### config.mk
export PLATFORM = sky130hd
export DESIGN_NAME = dbuf_swap_ctrl
export DESIGN_NICKNAME = d
export VERILOG_FILES = /design/src/rtl/dbuf_swap_ctrl.sv
export SDC_FILE = /design/constraint.sdc
export NUM_CORES = 1
export LEC_CHECK = 0
export BUFFER_PORTS_ARGS = -buffer_cell sky130_fd_sc_hd__buf_2
export CAP_MARGIN = 20
export CELL_PAD_IN_SITES_DETAIL_PLACEMENT = 1
export CELL_PAD_IN_SITES_GLOBAL_PLACEMENT = 1
export CORE_ASPECT_RATIO = 1.75
export CORE_MARGIN = 10
export CORE_UTILIZATION = 35
export DETAILED_ROUTE_END_ITERATION = 16
export GPL_TIMING_DRIVEN = 0
export PLACE_DENSITY_LB_ADDON = 0.25
export REMOVE_ABC_BUFFERS = 1
export SLEW_MARGIN = 0
export SYNTH_ARGS = -nofsm -noshare
export SYNTH_HDL_FRONTEND = slang
export SYNTH_SLANG_ARGS = --single-unit
### constraint.sdc
create_clock -name clk_i -period 2.62 [get_ports clk_i]
set_input_delay 0.524 -clock clk_i [delete_from_list [all_inputs] [get_ports clk_i]]
set_output_delay 0.524 -clock clk_i [all_outputs]
set_load 0.02 [all_outputs]
### src/rtl/dbuf_swap_ctrl.sv
// Double-buffer swap controller for the 640x480 2-bit frame memory.
// Flips the buffer select only at vertical-blank start after the rasterizer finishes a frame,
// gates drawing while a swap is pending, and optionally sweeps the new back buffer clear.
// Optional feature macro: DBUF_CLEAR_ON_SWAP_EN (defined = clear sweep after every swap).
module dbuf_swap_ctrl #(
    parameter int unsigned     FRAME_PIXELS = 307200,
    parameter int unsigned     ADDR_W       = 19,
    parameter int unsigned     CLR_W        = 2,
    parameter logic [CLR_W-1:0] CLR_COLOR   = '0,
    parameter int unsigned     CNT_W        = 16
) (
    input  logic              clk_i,
    input  logic              rst_i,
    input  logic              frame_done_i,
    input  logic              vblank_start_i,
    output logic              swap_o,
    output logic              draw_en_o,
    output logic              swap_ack_o,
    output logic [CNT_W-1:0]  frame_cnt_o,
    output logic              clr_we_o,
    output logic [ADDR_W-1:0] clr_addr_o,
    output logic [CLR_W-1:0]  clr_data_o,
    output logic              clr_busy_o
);

    // The sweep must fit in the buffer-local address space.
    if (FRAME_PIXELS == 0 || FRAME_PIXELS > (2 ** ADDR_W)) begin : g_bad_cfg
        $error("FRAME_PIXELS does not fit in ADDR_W");
    end

    typedef enum logic [1:0] {
        StDraw,
        StWaitVb
`ifdef DBUF_CLEAR_ON_SWAP_EN
        ,StClear
`endif
    } state_e;

    state_e             state_q, state_d;
    logic               swap_q, swap_d;
    logic               draw_en_q, draw_en_d;
    logic               swap_ack_q, swap_ack_d;
    logic [CNT_W-1:0]   frame_cnt_q, frame_cnt_d;

`ifdef DBUF_CLEAR_ON_SWAP_EN
    logic               clr_we_q, clr_we_d;
    logic               clr_busy_q, clr_busy_d;
    logic [ADDR_W-1:0]  clr_addr_q, clr_addr_d;
`endif

    // Next-state logic: handshake sequencing, swap toggle and clear sweep.
    always_comb begin
        state_d     = state_q;
        swap_d      = swap_q;
        draw_en_d   = draw_en_q;
        swap_ack_d  = 1'b0;
        frame_cnt_d = frame_cnt_q;
`ifdef DBUF_CLEAR_ON_SWAP_EN
        clr_we_d    = clr_we_q;
        clr_busy_d  = clr_busy_q;
        clr_addr_d  = clr_addr_q;
`endif
        case (state_q)
            StDraw: begin
                // A pixel written alongside frame_done is still accepted; gating starts next cycle.
                draw_en_d = 1'b1;
                if (frame_done_i) begin
                    state_d   = StWaitVb;
                    draw_en_d = 1'b0;
                end
            end
            StWaitVb: begin
                draw_en_d = 1'b0;
                if (vblank_start_i) begin
                    swap_d      = ~swap_q;
                    swap_ack_d  = 1'b1;
                    frame_cnt_d = frame_cnt_q + 1'b1;
`ifdef DBUF_CLEAR_ON_SWAP_EN
                    state_d     = StClear;
                    clr_busy_d  = 1'b1;
                    clr_addr_d  = '0;
`else
                    state_d     = StDraw;
`endif
                end
            end
`ifdef DBUF_CLEAR_ON_SWAP_EN
            StClear: begin
                // First CLEAR cycle only arms the strobe; address advances once writes are live.
                draw_en_d  = 1'b0;
                clr_busy_d = 1'b1;
                clr_we_d   = 1'b1;
                if (clr_we_q) begin
                    clr_addr_d = clr_addr_q + 1'b1;
                end
                if (clr_we_q && clr_addr_q == ADDR_W'(FRAME_PIXELS - 1)) begin
                    clr_we_d   = 1'b0;
                    clr_busy_d = 1'b0;
                    clr_addr_d = '0;
                    draw_en_d  = 1'b1;
                    state_d    = StDraw;
                end
            end
`endif
            default: begin
                state_d   = StDraw;
                draw_en_d = 1'b1;
            end
        endcase
    end

    // State and registered outputs; reset abandons any wait or partial sweep.
    always_ff @(posedge clk_i or posedge rst_i) begin
        if (rst_i) begin
            state_q     <= StDraw;
            swap_q      <= 1'b0;
            draw_en_q   <= 1'b1;
            swap_ack_q  <= 1'b0;
            frame_cnt_q <= '0;
        end else begin
            state_q     <= state_d;
            swap_q      <= swap_d;
            draw_en_q   <= draw_en_d;
            swap_ack_q  <= swap_ack_d;
            frame_cnt_q <= frame_cnt_d;
        end
    end

`ifdef DBUF_CLEAR_ON_SWAP_EN
    // Clear-sweep registers.
    always_ff @(posedge clk_i or posedge rst_i) begin
        if (rst_i) begin
            clr_we_q   <= 1'b0;
            clr_busy_q <= 1'b0;
            clr_addr_q <= '0;
        end else begin
            clr_we_q   <= clr_we_d;
            clr_busy_q <= clr_busy_d;
            clr_addr_q <= clr_addr_d;
        end
    end

    assign clr_we_o   = clr_we_q;
    assign clr_busy_o = clr_busy_q;
    assign clr_addr_o = clr_addr_q;
`else
    assign clr_we_o   = 1'b0;
    assign clr_busy_o = 1'b0;
    assign clr_addr_o = '0;
`endif

    assign swap_o      = swap_q;
    assign draw_en_o   = draw_en_q;
    assign swap_ack_o  = swap_ack_q;
    assign frame_cnt_o = frame_cnt_q;
    assign clr_data_o  = CLR_COLOR;

endmodule

; Yosys cells after proc, flatten, opt, wreduce, memory -nomap -nowiden
; Cells that the tools add are included.
[totals]
register_bits = 21
in_bits = 4
out_inout_bits = 42
wordCells = 20
[op_classes]
add_sub_neg = 1
eq_ne = 3
n_mux = 7
bitwise = 1
reduce_logical = 3
[op_table]
columns = operator, n
row1 = "16-bit by 1-bit adder with 16-bit output, second input constant", 1
row2 = 2-bit 2-to-1 mux, 2
row3 = "2-bit inequality test, second input constant", 2
row4 = 2-bit case mux with 2 select lines, 1
row5 = 2-bit AND reduction, 2
row6 = 1-bit 2-to-1 mux, 3
row7 = "2-bit by 1-bit == test with 1-bit output, second input constant", 1
row8 = 2-bit zero test, 1
row9 = 1-bit case mux with 2 select lines, 1
row10 = 1-bit NOT, 1

; Depth between registers and ports, before layout
[logic_depth]
word_depth = 3
mapped_depth = 5
depth_no_buf = 5

; Least setup slack after synthesis
; No wires, ideal clock.
[synth_path]
kind = register -> register
startpoint = register frame_cnt_q[0] (netlist: frame_cnt_o[0])
endpoint = register frame_cnt_q[14] (netlist: frame_cnt_o[14])
setup_ps = 80
t_arrival_ps = 1353
required_ps = 2540
setup_slack_ps = 1187
stages_incl_launch_ff = 6
path_buffers = 0
synth_period_minus_slack_ps = 1433
cell_sequence = dfrtp_1 > ha_1 > nand3_1 > nand2b_1 > nor3_1 > xor2_1
[synth_between]
elab_chain_cells = 1
[synth_lines]
columns = element, line
row1 = start: declaration, 43  ; logic [CNT_W-1:0] frame_cnt_q, frame_cnt_d;
row2 = start signal: assignment, 125  ; frame_cnt_q <= frame_cnt_d;
row3 = 16-bit by 1-bit adder with 16-bit output, 77  ; frame_cnt_d = frame_cnt_q + 1'b1;
; Every way passes these cells.
; A chain may end at the register's enable or synchronous reset.

; Worst setup path in the final report
[layout_path]
startpoint = register frame_cnt_q[6] (netlist: frame_cnt_o[6])
endpoint = output port frame_cnt_o[6]
[layout_lines]
columns = element, line
row1 = end: declaration, 19  ; output logic [CNT_W-1:0] frame_cnt_o,
; No word-level cell between the ends.

==> impl_metrics.tcl <==
set metrics [dict create \
    h-tree-depth 1 \
    detail-route-antenna-nets 0 \
    wl_per_cell_um 15.7 \
    r2r_start "frame_cnt_o[0]" \
    root_buffer "clkbuf_8" \
    grt_pass1_wl_um 3840 \
    track_usage 0.0884 \
    final-setup-viol-count 0 \
    crit_buf_inv 1 \
    cts_tree "yes" \
    placedInstanceArea_um2 1060 \
    die_y_um 90.8 \
    postLayoutCellArea_um2 1130 \
    place.detailed.hpwl_um 1830 \
    finalClockSkew_ps 5.48 \
    port_buffers 22 \
    synth_top_area_cell "dfrtp_1" \
    post-place-ws_ps 1010 \
    finalHoldViolCount 0 \
    cp_cell_sequence "buf_2" \
    yosysTopAreaCellShare 0.474 \
    async_flop_share 1.00 \
    final_common_cell "conb_1" \
    ys_warn_count 0 \
    gp_congestion 0.740 \
    synth_area_um2 1000 \
    top_layer "met4" \
    rrSetupSlack_ps 1160 \
    gr-total-overflow 0 \
    ys.flop_type "dfrtp_1" \
    slowest_delay_ps 470 \
    syn-instance-count 91 \
    r2r-end "frame_cnt_o[14]" \
    layout_common_cells "conb_1 (23), buf_2 (22), dfrtp_1 (19)" \
    fin_crit_sh 0.559 \
    insertion_delay_ps 260 \
    io_pins 46 \
    cp_data_arrival_time_ps 940 \
    postCtsHoldBufs 0 \
    tightest_slew_ps 764 \
    fp-row-count 25 \
    finalCriticalPeriod_ps 1460 \
    wl_met1_um 830 \
    vias_per_cell 4.41 \
    synth_area_leaders "dfrtp_1 (47%), buf_4 (17%), xnor2_1 (11%)" \
    reg2reg_depth 5 \
    status "finished, final reports clean" \
    drt-total-wl_um 2240 \
    n_antenna_cell 0 \
    vias 631 \
    max-vdd-ir-drop_uv 451 \
    drcViolationCount 0 \
    post-route-util 0.414 \
    critPathSlowestCell "dfrtp_1" \
    synth-edff-count 0 \
    syn2layout_area_growth_pct 12.5 \
    drv_slew 0 \
    fin_nets 122 \
    cts.sinks 20 \
    layout-drive-gt1-share 0.250 \
    path_max_fanout 7 \
    syn_area_per_cell_um2 11.0 \
    slew_headroom 0.490 \
    route.met2.wl_um 1250 \
    first_pass_iters 3 \
    leakagePower_nw 0.603 \
    rsz0062_at_grt "no" \
    ys_ff_latch 20 \
    dieArea_um2 5490 \
    cp_top_family "flip-flops" \
    crit_type "reg -> out" \
    cp-end-kind "primary output" \
    fmax_mhz 683 \
    routed-wl-met3_um 145 \
    worstHoldPathType "in -> async" \
    core-area_um2 2720 \
    grt_pass1_vias 762 \
    final.setup.tns_ps 0 \
    antenna_found_initial 0 \
    cts_resized 0 \
    timing.final.ws_setup_ps 1160 \
    start_util 0.368 \
    numCtsBuffers 3 \
    postCtsSetupBuffers 0 \
    ys_seq_area_frac 0.501 \
    synth_cell_types 18 \
    p_per_area_nw_per_um2 899 \
    required_ps 2100 \
    die_w_um 60.5 \
    clk_pin_slew_worst_paths_ps 80 \
    drv_cap 0 \
    drtIter0Drc 8 \
    grt_max_degree 21 \
    startpoint_type "flip-flop" \
    cts_buffer_depth 2 \
]
==> per-stage QoR <==
step | instances | hold slack (ps) | power, mW
after floorplan | 90 | 400 | 0.618
after global placement | 139 | 438 | 0.705
after detailed placement | 139 | 460 | 0.717
after CTS | 143 | 390 | 1.03
after global routing | 143 | 387 | 1.08
final | 143 | 389 | 1.01
==> where the power goes <==
part           total [mW]  switching (mW)  internal, mW
clock network       0.309           0.105         0.204
registers           0.435          0.0660         0.369
logic               0.269           0.175        0.0941
total                1.01           0.346         0.667
==> routing by layer <==
metal	vias up	global-route usage
li1	298	-
met1	310	0.0922
met2	21	0.153
met3	2	0.0310
met4	0	0.0331
met5	-	0
==> Yosys cell counts (2+ instances only) <==
| library cell | instances |
|---|---|
| buf_4 | 23 |
| dfrtp_1 | 19 |
| xnor2_1 | 13 |
| nor2_1 | 6 |
| nand2_1 | 5 |
| nand4_1 | 5 |
| nand3_1 | 4 |
| xor2_1 | 3 |
| and4_1 | 2 |
| inv_1 | 2 |
| nand2b_1 | 2 |
==> sequential cells by signal, indices dropped and copies added (netlist names) <==
signal,flops
state_q,1
draw_en_o,1
frame_cnt_o,16
swap_ack_o,1
swap_o,1
==> kinds of logic after synthesis <==
logic type,share of synthesized area
XOR/XNOR,0.140
adder cells (fa/ha/maj),0.0125
buffers and inverters,0.180
flip-flops,0.501
multiplexers,0.0112
other,0.00374
AND/OR/NAND/NOR,0.152
==> worst max-delay path by stage <==
| stage | slack (ps) | start | depth (start not counted) | endpoint |
|---|---|---|---|---|
| after floorplan | 1190 | frame_cnt_o[0] | 5 | frame_cnt_o[14] |
| after global placement | 1030 | vblank_start_i | 5 | frame_cnt_o[9] |
| after detailed placement | 1010 | vblank_start_i | 5 | frame_cnt_o[9] |
| after CTS | 1130 | frame_cnt_o[0] | 5 | frame_cnt_o[14] |
| after global routing | 940 | frame_cnt_o[0] | 5 | frame_cnt_o[14] |
| final | 1160 | frame_cnt_o[6] | 1 | frame_cnt_o[6] |
==> cell type report <==
| cell class | instances | area, um2 |
|---|---|---|
| clock inverter | 1 | 30.0 |
| fill | 339 | 1590 |
| clock buffer | 3 | 41.3 |
| multi-input combinational | 68 | 403 |
| timing repair buffer | 22 | 110 |
| sequential | 20 | 502 |
| tap | 27 | 33.8 |
| inverter | 2 | 7.51 |
No activity file was read; power rests on OpenSTA's default activity.
